--- config.mk ---
export PLATFORM = sky130hd
export DESIGN_NAME = reg_scoreboard_decoder_flat
export DESIGN_NICKNAME = d
export VERILOG_FILES = /design/src/rtl/reg_scoreboard_decoder_if.sv /design/src/rtl/reg_scoreboard_decoder.sv /design/src/flat_wrapper.sv
export SDC_FILE = /design/constraint.sdc
export NUM_CORES = 1
export LEC_CHECK = 0
export CORE_ASPECT_RATIO = 1.25
export CORE_MARGIN = 2
export CORE_UTILIZATION = 40
export CTS_CLUSTER_DIAMETER = 40
export DETAILED_ROUTE_END_ITERATION = 8
export GPL_ROUTABILITY_DRIVEN = 0
export HOLD_SLACK_MARGIN = 0.05
export MAX_ROUTING_LAYER = met4
export PLACE_DENSITY_LB_ADDON = 0.08
export SYNTH_ARGS = -nofsm -noshare
export SYNTH_HDL_FRONTEND = slang
export SYNTH_SLANG_ARGS = --single-unit
--- constraint.sdc ---
create_clock -name clk -period 12.3 [get_ports clk]
set_input_delay 3.075 -clock clk [delete_from_list [all_inputs] [get_ports clk]]
set_output_delay 3.075 -clock clk [all_outputs]
set_load 0.05 [all_outputs]
--- src/rtl/reg_scoreboard_decoder_if.sv ---
// Issue/writeback/read-port bundle for reg_scoreboard_decoder.
// The master side drives requests; the slave side (the scoreboard) returns status.
interface reg_scoreboard_decoder_if #(
   parameter int ADDR_W = 5
);
   localparam int NREG = 2**ADDR_W;

   logic              iss_valid;
   logic [ADDR_W-1:0] iss_addr;
   logic              iss_ready;
   logic              wb_valid;
   logic [ADDR_W-1:0] wb_addr;
   logic [ADDR_W-1:0] rd_addr_a;
   logic [ADDR_W-1:0] rd_addr_b;
   logic              hazard_a;
   logic              hazard_b;
   logic [NREG-1:0]   wr_en;
   logic [NREG-1:0]   busy;
   logic [ADDR_W:0]   busy_count;
   logic              wb_err;

   modport master (
      output iss_valid, iss_addr, wb_valid, wb_addr, rd_addr_a, rd_addr_b,
      input  iss_ready, hazard_a, hazard_b, wr_en, busy, busy_count, wb_err
   );

   modport slave (
      input  iss_valid, iss_addr, wb_valid, wb_addr, rd_addr_a, rd_addr_b,
      output iss_ready, hazard_a, hazard_b, wr_en, busy, busy_count, wb_err
   );
endinterface

--- src/rtl/reg_scoreboard_decoder.sv ---
// Writeback decoder plus busy scoreboard for register-file write enables and issue hazards.
// Optional macro SCB_FORWARD_EN: a same-cycle writeback frees its register for issue and reads.
module reg_scoreboard_decoder #(
   parameter int ADDR_W             = 5,
   parameter bit ZERO_REG_HARDWIRED = 1'b1
) (
   input logic                     clk,
   input logic                     rst,
   reg_scoreboard_decoder_if.slave sb
);
   localparam int              NREG      = 2**ADDR_W;
   localparam logic [NREG-1:0] ONE       = {{(NREG-1){1'b0}}, 1'b1};
   localparam logic [NREG-1:0] KEEP_MASK = ZERO_REG_HARDWIRED ? ~ONE : {NREG{1'b1}};

   function automatic logic [ADDR_W:0] popcount(input logic [NREG-1:0] v);
      logic [ADDR_W:0] c;
      c = {(ADDR_W+1){1'b0}};
      for (int k = 0; k < NREG; k++) begin
         c = c + {{ADDR_W{1'b0}}, v[k]};
      end
      return c;
   endfunction

   logic [NREG-1:0] r_wr_en;
   logic [NREG-1:0] r_busy;
   logic [ADDR_W:0] r_busy_count;
   logic            r_wb_err;

   logic [NREG-1:0] w_busy_nxt;
   logic [NREG-1:0] w_wr_en_nxt;
   logic            w_err_evt;
   logic            w_iss_zero, w_wb_zero, w_a_zero, w_b_zero;
   logic            w_fwd_iss, w_fwd_a, w_fwd_b;
   logic            w_iss_ready, w_issue, w_haz_a, w_haz_b;

   assign w_iss_zero = ZERO_REG_HARDWIRED && (sb.iss_addr  == {ADDR_W{1'b0}});
   assign w_wb_zero  = ZERO_REG_HARDWIRED && (sb.wb_addr   == {ADDR_W{1'b0}});
   assign w_a_zero   = ZERO_REG_HARDWIRED && (sb.rd_addr_a == {ADDR_W{1'b0}});
   assign w_b_zero   = ZERO_REG_HARDWIRED && (sb.rd_addr_b == {ADDR_W{1'b0}});

`ifdef SCB_FORWARD_EN
   assign w_fwd_iss = sb.wb_valid && (sb.wb_addr == sb.iss_addr);
   assign w_fwd_a   = sb.wb_valid && (sb.wb_addr == sb.rd_addr_a);
   assign w_fwd_b   = sb.wb_valid && (sb.wb_addr == sb.rd_addr_b);
`else
   assign w_fwd_iss = 1'b0;
   assign w_fwd_a   = 1'b0;
   assign w_fwd_b   = 1'b0;
`endif

   // Issue readiness and source hazards from the current scoreboard.
   always_comb begin
      w_iss_ready = 1'b1;
      w_haz_a     = 1'b0;
      w_haz_b     = 1'b0;
      if (w_iss_zero) begin
         w_iss_ready = 1'b1;
      end else begin
         w_iss_ready = !r_busy[sb.iss_addr] || w_fwd_iss;
      end
      if (w_a_zero) begin
         w_haz_a = 1'b0;
      end else begin
         w_haz_a = r_busy[sb.rd_addr_a] && !w_fwd_a;
      end
      if (w_b_zero) begin
         w_haz_b = 1'b0;
      end else begin
         w_haz_b = r_busy[sb.rd_addr_b] && !w_fwd_b;
      end
   end

   // Next scoreboard, write-enable and error event; the set is applied last so it wins.
   always_comb begin
      w_issue    = sb.iss_valid && w_iss_ready && !w_iss_zero;
      w_busy_nxt = r_busy;
      if (sb.wb_valid) begin
         w_busy_nxt = w_busy_nxt & ~(ONE << sb.wb_addr);
      end else begin
         w_busy_nxt = w_busy_nxt;
      end
      if (w_issue) begin
         w_busy_nxt = w_busy_nxt | (ONE << sb.iss_addr);
      end else begin
         w_busy_nxt = w_busy_nxt;
      end
      w_busy_nxt = w_busy_nxt & KEEP_MASK;
      if (sb.wb_valid) begin
         w_wr_en_nxt = (ONE << sb.wb_addr) & KEEP_MASK;
      end else begin
         w_wr_en_nxt = {NREG{1'b0}};
      end
      w_err_evt = sb.wb_valid && !r_busy[sb.wb_addr] && !w_wb_zero;
   end

   // State registers; reset overrides any same-cycle issue or writeback.
   always_ff @(posedge clk) begin
      if (rst) begin
         r_wr_en      <= {NREG{1'b0}};
         r_busy       <= {NREG{1'b0}};
         r_busy_count <= {(ADDR_W+1){1'b0}};
         r_wb_err     <= 1'b0;
      end else begin
         r_wr_en      <= w_wr_en_nxt;
         r_busy       <= w_busy_nxt;
         r_busy_count <= popcount(w_busy_nxt);
         r_wb_err     <= r_wb_err | w_err_evt;
      end
   end

   assign sb.iss_ready  = w_iss_ready;
   assign sb.hazard_a   = w_haz_a;
   assign sb.hazard_b   = w_haz_b;
   assign sb.wr_en      = r_wr_en;
   assign sb.busy       = r_busy;
   assign sb.busy_count = r_busy_count;
   assign sb.wb_err     = r_wb_err;
endmodule

--- src/flat_wrapper.sv ---
// flat-port wrapper written by rule: the top's interface ports become plain ports
module reg_scoreboard_decoder_flat 
#(
   parameter int ADDR_W             = 5,
   parameter bit ZERO_REG_HARDWIRED = 1'b1
)
  (clk, rst, sb_iss_valid, sb_iss_addr, sb_wb_valid, sb_wb_addr, sb_rd_addr_a, sb_rd_addr_b, sb_iss_ready, sb_hazard_a, sb_hazard_b, sb_wr_en, sb_busy, sb_busy_count, sb_wb_err);
  reg_scoreboard_decoder_if #(.ADDR_W(ADDR_W)) sb_i ();
  input logic clk;
  input logic rst;
  input wire logic [$bits(sb_i.iss_valid)-1:0] sb_iss_valid;
  input wire logic [$bits(sb_i.iss_addr)-1:0] sb_iss_addr;
  input wire logic [$bits(sb_i.wb_valid)-1:0] sb_wb_valid;
  input wire logic [$bits(sb_i.wb_addr)-1:0] sb_wb_addr;
  input wire logic [$bits(sb_i.rd_addr_a)-1:0] sb_rd_addr_a;
  input wire logic [$bits(sb_i.rd_addr_b)-1:0] sb_rd_addr_b;
  output wire logic [$bits(sb_i.iss_ready)-1:0] sb_iss_ready;
  output wire logic [$bits(sb_i.hazard_a)-1:0] sb_hazard_a;
  output wire logic [$bits(sb_i.hazard_b)-1:0] sb_hazard_b;
  output wire logic [$bits(sb_i.wr_en)-1:0] sb_wr_en;
  output wire logic [$bits(sb_i.busy)-1:0] sb_busy;
  output wire logic [$bits(sb_i.busy_count)-1:0] sb_busy_count;
  output wire logic [$bits(sb_i.wb_err)-1:0] sb_wb_err;
  assign sb_i.iss_valid = sb_iss_valid;
  assign sb_i.iss_addr = sb_iss_addr;
  assign sb_i.wb_valid = sb_wb_valid;
  assign sb_i.wb_addr = sb_wb_addr;
  assign sb_i.rd_addr_a = sb_rd_addr_a;
  assign sb_i.rd_addr_b = sb_rd_addr_b;
  assign sb_iss_ready = sb_i.iss_ready;
  assign sb_hazard_a = sb_i.hazard_a;
  assign sb_hazard_b = sb_i.hazard_b;
  assign sb_wr_en = sb_i.wr_en;
  assign sb_busy = sb_i.busy;
  assign sb_busy_count = sb_i.busy_count;
  assign sb_wb_err = sb_i.wb_err;
  reg_scoreboard_decoder #(.ADDR_W(ADDR_W), .ZERO_REG_HARDWIRED(ZERO_REG_HARDWIRED)) u_core (.clk(clk), .rst(rst), .sb(sb_i));
endmodule
**After elaboration in Yosys (flattened, before gate mapping)**

Cells that the tools add are included.
W data, S select, Z words.

- Bits in registers: 71
- Memories: 0
- Output and inout bits: 74
- Memory bits (read-only): 0
- Word-level logic and storage cells: 73
- Memory bits (writable): 0
- Latch bits: 0

- Bitwise gates (word level): 5
- Div/mod/pow operators: 0
- Eq/ne operators: 0
- Multiplexer cells: 13
- Add/sub/neg operators: 30
- Reduce and logical (&&, ||, !) cells: 13
- Order comparisons: 4
- Shift operators: 2
- Multiply operators: 0

Operators by type and width:

| cell | count |
|---|---|
| $add A6 B1 Y6 | 29 |
| $mux W32 | 2 |
| $shl A1 B5 Y32 const A | 2 |
| $and A32 B32 Y32 | 1 |
| $not A32 Y32 | 1 |
| $or A32 B32 Y32 | 1 |
| $lt A5 B6 Y1 const B | 4 |
| $bmux W1 S5 | 4 |
| $logic_not A5 Y1 | 4 |
| $mux W1 | 7 |
| $logic_and A1 B1 Y1 | 4 |
| $logic_not A1 Y1 | 4 |
| $add A1 B1 Y2 | 1 |
| $reduce_or A2 Y1 | 1 |
| $not A1 Y1 | 1 |
| $or A1 B1 Y1 | 1 |

**Longest topological paths before layout**

Gate-level depths: netlist (run 1).

- Depth after elaboration: 37
- Mapped depth: 24
- Gate-level depth less buffers: 22

**Least setup slack after synthesis (run 1)**

OpenSTA, ideal clock, no wires.

- Path type: input to register
- Start: input sb_iss_addr[0]
- End: register u_core.r_busy_count[4], in the netlist u_core.sb.busy_count[4]
- Slack: 3,356 ps
- Data required time: 12,172 ps
- Setup time: 128 ps
- Stages: 20
- Arrival time: 8,817 ps
- Cells stage by stage: buf_6 > nor2b_1 > clkbuf_1 > a221oi_1 > a2111oi_4 > or4_1 > and2_1 > fa_1 > fa_1 > fa_1 > fa_1 > fa_1 > inv_1 > fa_1 > ha_1 > fa_1 > a21o_1 > a21oi_1 > xor2_1 > nor2_1

- Word-level cells in the longest chain between the ends: 37
- Elaborated cells on any way between the ends: 41

RTL lines:

| what | line | RTL |
|---|---|---|
| start, declared | flat_wrapper.sv:12 | `input wire logic [$bits(sb_i.iss_addr)-1:0] sb_iss_addr;` |
| $bmux W1 S5 | reg_scoreboard_decoder.sv:59 | `w_iss_ready = !r_busy[sb.iss_addr] \|\| w_fwd_iss;` |
| $mux W1 (implied by the code) | reg_scoreboard_decoder.sv:59 |  |
| $logic_not A1 Y1 | reg_scoreboard_decoder.sv:59 |  |
| $mux W1 | reg_scoreboard_decoder.sv:56 | `if (w_iss_zero) begin` |
| $logic_and A1 B1 Y1 (2 in series) | reg_scoreboard_decoder.sv:75 | `w_issue = sb.iss_valid && w_iss_ready && !w_iss_zero;` |
| $mux W32 (*) | reg_scoreboard_decoder.sv:82 | `if (w_issue) begin` |
| $add A1 B1 Y2 | reg_scoreboard_decoder.sv:19 | `c = c + {{ADDR_W{1'b0}}, v[k]};` |
| $add A6 B1 Y6 (28 in series) | reg_scoreboard_decoder.sv:19 |  |
| $add A6 B1 Y6 (*) | reg_scoreboard_decoder.sv:19 |  |
| end signal, assigned | reg_scoreboard_decoder.sv:101 | `r_busy_count <= {(ADDR_W+1){1'b0}};` |
| end signal, assigned | reg_scoreboard_decoder.sv:106 | `r_busy_count <= popcount(w_busy_nxt);` |
| end, declared | reg_scoreboard_decoder.sv:26 | `logic [ADDR_W:0] r_busy_count;` |

Every way passes the cells marked *; elsewhere a longest branch is shown, timed or not. The select of a mux whose other input is x is not followed.
A chain may end at the register's enable or synchronous reset.

**Final worst setup path (run 1)**

Ends and elaborated chain as after synthesis.

==> impl_metrics.py, run 1 <==
metrics = {
    "timing": {
        "fin_crit_ns": 10.33,
        "max_freq_ghz": 0.0968,
        "maxSlewHeadroom_pct": 28.0,
        "setup_viol": 0,
        "fin_crit_sh_pct": 84.0,
        "rsz0062_at_grt": "false",
        "finalSetupTns_ns": 0,
        "maxSlewViolCount": 0,
        "fin_worst_skew_ns": 0.00882,
        "tightest_slew_ns": 1.08,
        "finalHoldViolCount": 0,
    },
    "global_route": {
        "grt-ovfl-total": 0,
        "first_global_vias": 3886,
        "grtUsageTotal_pct": 25.3,
        "grt_pass1_wl_mm": 21.9,
        "grt_max_degree": 37,
        "antenna_found_initial": 0,
    },
    "synthesis": {
        "async_flop_share_pct": 0,
        "ys.flop_type": "dfxtp_1",
        "syn_area_per_cell_um2": 10.0,
        "yosys_warnings": 0,
        "ys_types": 51,
        "synth_top_area_share_pct": 31.7,
        "syn_inst": 435,
        "seq_area_frac_synth_pct": 31.7,
        "synth_top_area_cell": "dfxtp_1",
        "synth.cell_area_um2": 4360,
        "synth-seq-cells": 69,
        "synth_edf_count": 0,
        "synth_top_cells_by_area": "dfxtp_1 32%, mux4_2 13%, fa_1 11%",
    },
    "finish": {
        "nets": 570,
        "antenna_cells": 0,
        "drive_gt1_share_pct": 9.85,
        "multi_input_area_um2": 2770,
        "final_cell_mix": "95 x clkdlybuf4s50_1, 69 x dfxtp_1, 43 x nor2_1",
        "regArea_um2": 1380,
        "fill_cells": 945,
        "synthToLayoutAreaGrowth_pct": 29.5,
        "final_common_cell": "clkdlybuf4s50_1",
    },
    "route": {
        "routed_wl_mm": 14.2,
        "routedWlPerCell_um": 21.9,
        "first_iter_violations": 391,
        "ant_nets": 0,
        "num_vias": 3981,
        "viasPerCell": 6.12,
        "drc_errors": 0,
        "first_pass_iters": 6,
    },
    "power_and_ir_drop": {
        "leakagePower_nw": 2.02,
        "sw_frac_of_total_pct": 28.2,
        "p_per_area_nw_per_um2": 104,
        "combPwrFrac_pct": 17.8,
        "power.switching_mw": 0.165,
        "p_clk_share_pct": 42.7,
        "sequentialPowerShare_pct": 39.5,
        "fin_total_pwr_mw": 0.585,
        "vdd_drop_max_mv": 0.0625,
        "p_int_mw": 0.420,
    },
    "worst_setup_path": {
        "cpMaxStageDelayCell": "clkdlybuf4s50_1",
        "worstRegToRegCells": 20,
        "r2r_end": "u_core.sb.busy_count[4]$_SDFF_PP0_",
        "cp_max_fo": 32,
        "worstSetupStartpoint": "sb_iss_addr[0]",
        "cp.arrival_ns": 10.54,
        "crit_family": "adder cells",
        "worstSetupPathDepth": 21,
        "cp_data_required_time_ns": 12.51,
        "worstSetupPathType": "primary input to flop",
        "rr_startpoint": "u_core.sb.busy[29]$_SDFF_PP0_",
        "crit_path_frequent_cell": "fa_1",
        "max_stage_delay_ns": 1.13,
        "r2r_slack_ns": 5.58,
        "cp-end-kind": "flop",
        "path_cells": "clkdlybuf4s50_1, mux2i_1, a311oi_1, nand3_1, nand3_1, o41a_1, fa_1, fa_1, inv_1, fa_1, inv_1, fa_1, fa_1, inv_1, fa_1, ha_1, fa_1, a21o_1, a21oi_1, xor2_1, nor2_1",
        "cp-start-kind": "primary input",
        "crit_buf_inv": 4,
    },
    "floorplan": {
        "rows": 42,
        "die_h_um": 121,
        "initial_core_util_pct": 41.1,
        "ioPinCount": 98,
        "die_w_um": 97.4,
        "die_area_um2": 11800,
        "core-area_um2": 10600,
    },
    "clock_network": {
        "cts_sinks": 69,
        "cts_buffers": 9,
        "clock_path_buffers": 2,
        "holdBufCountCts": 0,
        "post_cts_buffers": 0,
        "path_clk_slew_ns": 0.06,
        "h-tree-depth": 3,
        "cts_tree": "built",
        "cts_resized": 0,
        "worstSkewPairLatency_ns": 0.34,
        "clockRootBuffer": "clkbuf_16",
    },
    "hold_path": {
        "holdPathEnd": "u_core.sb.wb_err$_SDFF_PP0_",
        "min-delay-path-class": "flop to flop",
        "hold_start": "u_core.sb.wb_err$_SDFF_PP0_",
        "holdPathStages": 1,
    },
    "place": {
        "io_buffer_count": 95,
        "hpwl_mm": 10.7,
    },
    "run_status": {
        "outcome": "finished, final reports clean",
    },
    "run": {
        "maxCapViolCount": 0,
    },
}
## worst reg2reg max path: stages, from the launching register on
cell,delay (ns)
dfxtp_1,0.39
mux2i_1,0.20
a22oi_1,0.10
nand3_1,0.10
nand3_1,0.74
o41a_1,0.73
fa_1,0.52
fa_1,0.52
inv_1,0.05
fa_1,0.47
inv_1,0.06
fa_1,0.51
fa_1,0.52
inv_1,0.05
fa_1,0.44
ha_1,0.24
fa_1,0.40
a21o_1,0.17
a21oi_1,0.16
xor2_1,0.17
nor2_1,0.06
## sequential cells by signal (all words and copies together) (netlist names)
register	cells
u_core.sb.busy	31
u_core.sb.wr_en	31
u_core.sb.busy_count	6
u_core.sb.wb_err	1
## area by class of cell
type,instances,share of cell area [%]
flip-flops and latches,69,24.5
clock inverters,5,0.931
multi-input cells,316,49.1
repair buffers,97,17.1
clock buffers,10,4.05
inverters,21,1.40
well taps,132,2.92
## Yosys cell counts (2+ instances only)
| master | n |
|---|---|
| o31a_1 | 14 |
| mux2_2 | 6 |
| nand3_1 | 15 |
| a21boi_0 | 2 |
| a22oi_1 | 2 |
| and2_1 | 4 |
| o21ai_0 | 31 |
| or4_1 | 2 |
| or3_1 | 4 |
| nor2b_1 | 12 |
| buf_4 | 2 |
| inv_1 | 21 |
| nor3_1 | 3 |
| mux4_2 | 26 |
| clkbuf_1 | 26 |
| o31ai_1 | 3 |
| nor2_1 | 43 |
| nand2b_1 | 6 |
| o32ai_1 | 14 |
| a21oi_1 | 9 |
| nand2_1 | 23 |
| o22ai_1 | 8 |
| nand4_1 | 5 |
| fa_1 | 23 |
| o2111ai_1 | 3 |
| o21ai_1 | 2 |
| ha_1 | 9 |
| a21o_1 | 2 |
| mux2i_1 | 15 |
| nand3b_1 | 5 |
| o21a_1 | 7 |
| dfxtp_1 | 69 |
## metrics by stage
stage	worst slack, ns	std cells	util [%]	area (um2)	hold slack, ns
final	1.97	650	53.2	5650	0.493
after global routing	1.63	650	53.2	5650	0.508
after detailed placement	1.69	635	50.5	5370	0.480
after floorplan	3.36	436	-	4360	0.692
after global placement	1.80	635	50.5	5370	0.469
after CTS	2.00	650	53.2	5650	0.487
## cells by family after synthesis
kind of cell	count (synthesis)	synth area share, %
compound gates	106	17.3
fa+ha+maj	32	13.1
flops	69	31.7
mux	47	18.4
simple gates	127	14.2
other cells	1	0.0860
xor+xnor	2	0.402
buf+inv	51	4.76
## worst max path at each step
stage                                    endpoint  slack, ns
2_1_floorplan  u_core.sb.busy_count[4]$_SDFF_PP0_       3.36
3_3_place_gp   u_core.sb.busy_count[4]$_SDFF_PP0_       1.80
3_5_place_dp   u_core.sb.busy_count[4]$_SDFF_PP0_       1.69
4_1_cts        u_core.sb.busy_count[4]$_SDFF_PP0_       2.00
5_1_grt        u_core.sb.busy_count[4]$_SDFF_PP0_       1.63
6_report       u_core.sb.busy_count[4]$_SDFF_PP0_       1.97
## power by group through the flow
stage | sequential (mW) | combinational (mW) | clock [mW]
finish | 0.231 | 0.104 | 0.250
CTS | 0.231 | 0.104 | 0.253
global placement | 0.235 | 0.103 | 0
global route | 0.231 | 0.112 | 0.261
detailed placement | 0.235 | 0.103 | 0
floorplan | 0.249 | 0.0547 | 0
## layer usage
metal	GRT usage, %	vias to the layer above	wire length, um
li1	-	1767	-
met1	30.4	1922	5490
met2	40.9	248	7000
met3	5.55	44	1160
met4	11.8	0	561
met5	-	-	0
No activity file was read; power rests on OpenSTA's default activity.
==> run 2: changes to the inputs <==
==> constraint.sdc (replaced) <==
create_clock -name clk -period 8.6 [get_ports clk]
set_input_delay 2.15 -clock clk [delete_from_list [all_inputs] [get_ports clk]]
set_output_delay 2.15 -clock clk [all_outputs]
set_load 0.05 [all_outputs]
==> impl_metrics.py, run 2 (synthesis gave the netlist of run 1 again) <==
metrics = {
    "run_status": {
        "outcome": "finished, final reports clean",
    },
    "floorplan": {
        "die_area_um2": 11800,
        "core-area_um2": 10600,
        "rows": 42,
        "die_w_um": 97.4,
        "ioPinCount": 98,
        "die_h_um": 121,
        "initial_core_util_pct": 41.1,
    },
    "timing": {
        "fin_worst_skew_ns": 0.00837,
        "finalHoldViolCount": 0,
        "fin_crit_sh_pct": 98.1,
        "tightest_slew_ns": 0.613,
        "maxSlewHeadroom_pct": 59.0,
        "setup_viol": 0,
        "finalWorstSetupSlack_ns": 0.160,
        "hold_slack_ns": 0.484,
        "max_freq_ghz": 0.118,
        "maxSlewViolCount": 0,
        "finalSetupTns_ns": 0,
        "fin_crit_ns": 8.44,
    },
    "finish": {
        "antenna_cells": 0,
        "drive_gt1_share_pct": 18.0,
        "final_cell_mix": "95 x clkdlybuf4s50_1, 69 x dfxtp_1, 42 x nor2_1, 42 x buf_4, 31 x o21ai_0",
        "final_common_cell": "clkdlybuf4s50_1",
        "postLayoutCellArea_um2": 6010,
        "synthToLayoutAreaGrowth_pct": 37.9,
        "nets": 612,
    },
    "hold_path": {
        "min-delay-path-class": "flop to flop",
    },
    "worst_setup_path": {
        "r2r_slack_ns": 2.24,
        "endpoint": "u_core.sb.busy_count[4]$_SDFF_PP0_",
        "worstRegToRegCells": 20,
        "cp-end-kind": "flop",
        "cp_max_fo": 6,
        "cp-start-kind": "primary input",
        "rr_startpoint": "u_core.sb.busy[15]$_SDFF_PP0_",
        "cp.arrival_ns": 8.66,
        "r2r_end": "u_core.sb.busy_count[4]$_SDFF_PP0_",
        "worstSetupStartpoint": "sb_iss_addr[0]",
        "cp_data_required_time_ns": 8.82,
        "worstSetupPathType": "primary input to flop",
    },
    "place": {
        "dp_slack_ns": -0.179,
        "place_area_um2": 5660,
        "hpwl_mm": 11.7,
        "io_buffer_count": 95,
    },
    "global_route": {
        "antenna_found_initial": 0,
        "grt_max_degree": 37,
        "grt-ovfl-total": 0,
        "grtUsageTotal_pct": 26.9,
        "first_global_vias": 4269,
        "grt_pass1_wl_mm": 23.3,
    },
    "route": {
        "first_iter_violations": 318,
        "routed-wl-met2_mm": 7.45,
        "dr_wl_met3_mm": 1.31,
        "num_vias": 4156,
        "first_pass_iters": 5,
        "ant_nets": 0,
        "routed_wl_mm": 15.2,
        "routedWlPerCell_um": 21.9,
        "met1Wirelength_mm": 5.50,
        "routed.top_layer": "met4",
        "drc_errors": 0,
        "viasPerCell": 6.00,
    },
    "clock_network": {
        "path_clk_slew_ns": 0.05,
        "worstSkewPairLatency_ns": 0.35,
        "h-tree-depth": 3,
        "cts_buffers": 9,
        "holdBufCountCts": 0,
        "clock_path_buffers": 2,
        "clockRootBuffer": "clkbuf_16",
        "cts_tree": "built",
        "cts_sinks": 69,
    },
    "run": {
        "maxCapViolCount": 0,
    },
    "power_and_ir_drop": {
        "fin_total_pwr_mw": 0.863,
        "leakagePower_nw": 2.23,
        "vdd_drop_max_mv": 0.0887,
        "p_per_area_nw_per_um2": 143,
    },
}
## run 2: layout make-up
type / count / area, um2
Clock buffer: 10 / 229
Clock inverter: 6 / 63.8
Fill cell: 931 / 4600
Inverter: 21 / 78.8
Multi-Input combinational cell: 316 / 2800
Sequential cell: 69 / 1380
Tap cell: 132 / 165
Timing Repair Buffer: 139 / 1300
## run 2: routing by layer
layer / GRT usage (%) / up-vias
li1: - / 1852
met1: 30.2 / 1956
met2: 45.0 / 275
met3: 5.49 / 73
met4: 15.2 / 0
met5: - / -
## run 2: through the flow
stage	std cells	utilization [%]
after global placement	673	53.3
after detailed placement	673	53.3
after CTS	689	56.1
after global routing	693	56.6
after floorplan	436	-
final	693	56.6
## run 2: how the worst min path moves through the flow
stage          depth (start not counted)                          end                        start
6_report                               1  u_core.sb.wb_err$_SDFF_PP0_  u_core.sb.wb_err$_SDFF_PP0_
5_1_grt                                1  u_core.sb.wb_err$_SDFF_PP0_  u_core.sb.wb_err$_SDFF_PP0_
4_1_cts                                1  u_core.sb.wb_err$_SDFF_PP0_  u_core.sb.wb_err$_SDFF_PP0_
3_5_place_dp                           1  u_core.sb.wb_err$_SDFF_PP0_  u_core.sb.wb_err$_SDFF_PP0_
3_3_place_gp                           1  u_core.sb.wb_err$_SDFF_PP0_  u_core.sb.wb_err$_SDFF_PP0_
2_1_floorplan                          1  u_core.sb.wb_err$_SDFF_PP0_  u_core.sb.wb_err$_SDFF_PP0_
## run 2: repair_timing
action,in CTS,in global routing
endpoints found under the setup margin,0,1
buffers inserted,0,4
endpoints found under the hold margin,0,0
gates resized for setup,0,8
## run 2: worst max-delay path, stage by stage
cell and delay, ns:
clkdlybuf4s50_1 0.49, buf_6 0.13, mux2_2 0.34, a221oi_2 0.24
buf_4 0.16, a2111oi_4 0.03, buf_4 0.17, buf_4 0.14
or4_1 0.54, and2_4 0.19, fa_1 0.49, fa_1 0.53
fa_1 0.44, fa_1 0.52, fa_1 0.52, inv_1 0.05
fa_1 0.44, ha_2 0.21, fa_2 0.34, a21o_1 0.17
a21oi_2 0.14, xor2_1 0.15, nor2_1 0.06
## run 2: where the power goes
| part | leakage [nW] | internal [mW] | switching (mW) | total [mW] |
|---|---|---|---|---|
| Sequential | 0.557 | 0.326 | 0.00438 | 0.330 |
| Clock | 0.138 | 0.224 | 0.144 | 0.367 |
| Combinational | 1.53 | 0.0657 | 0.0998 | 0.165 |
| Total | 2.23 | 0.615 | 0.248 | 0.863 |
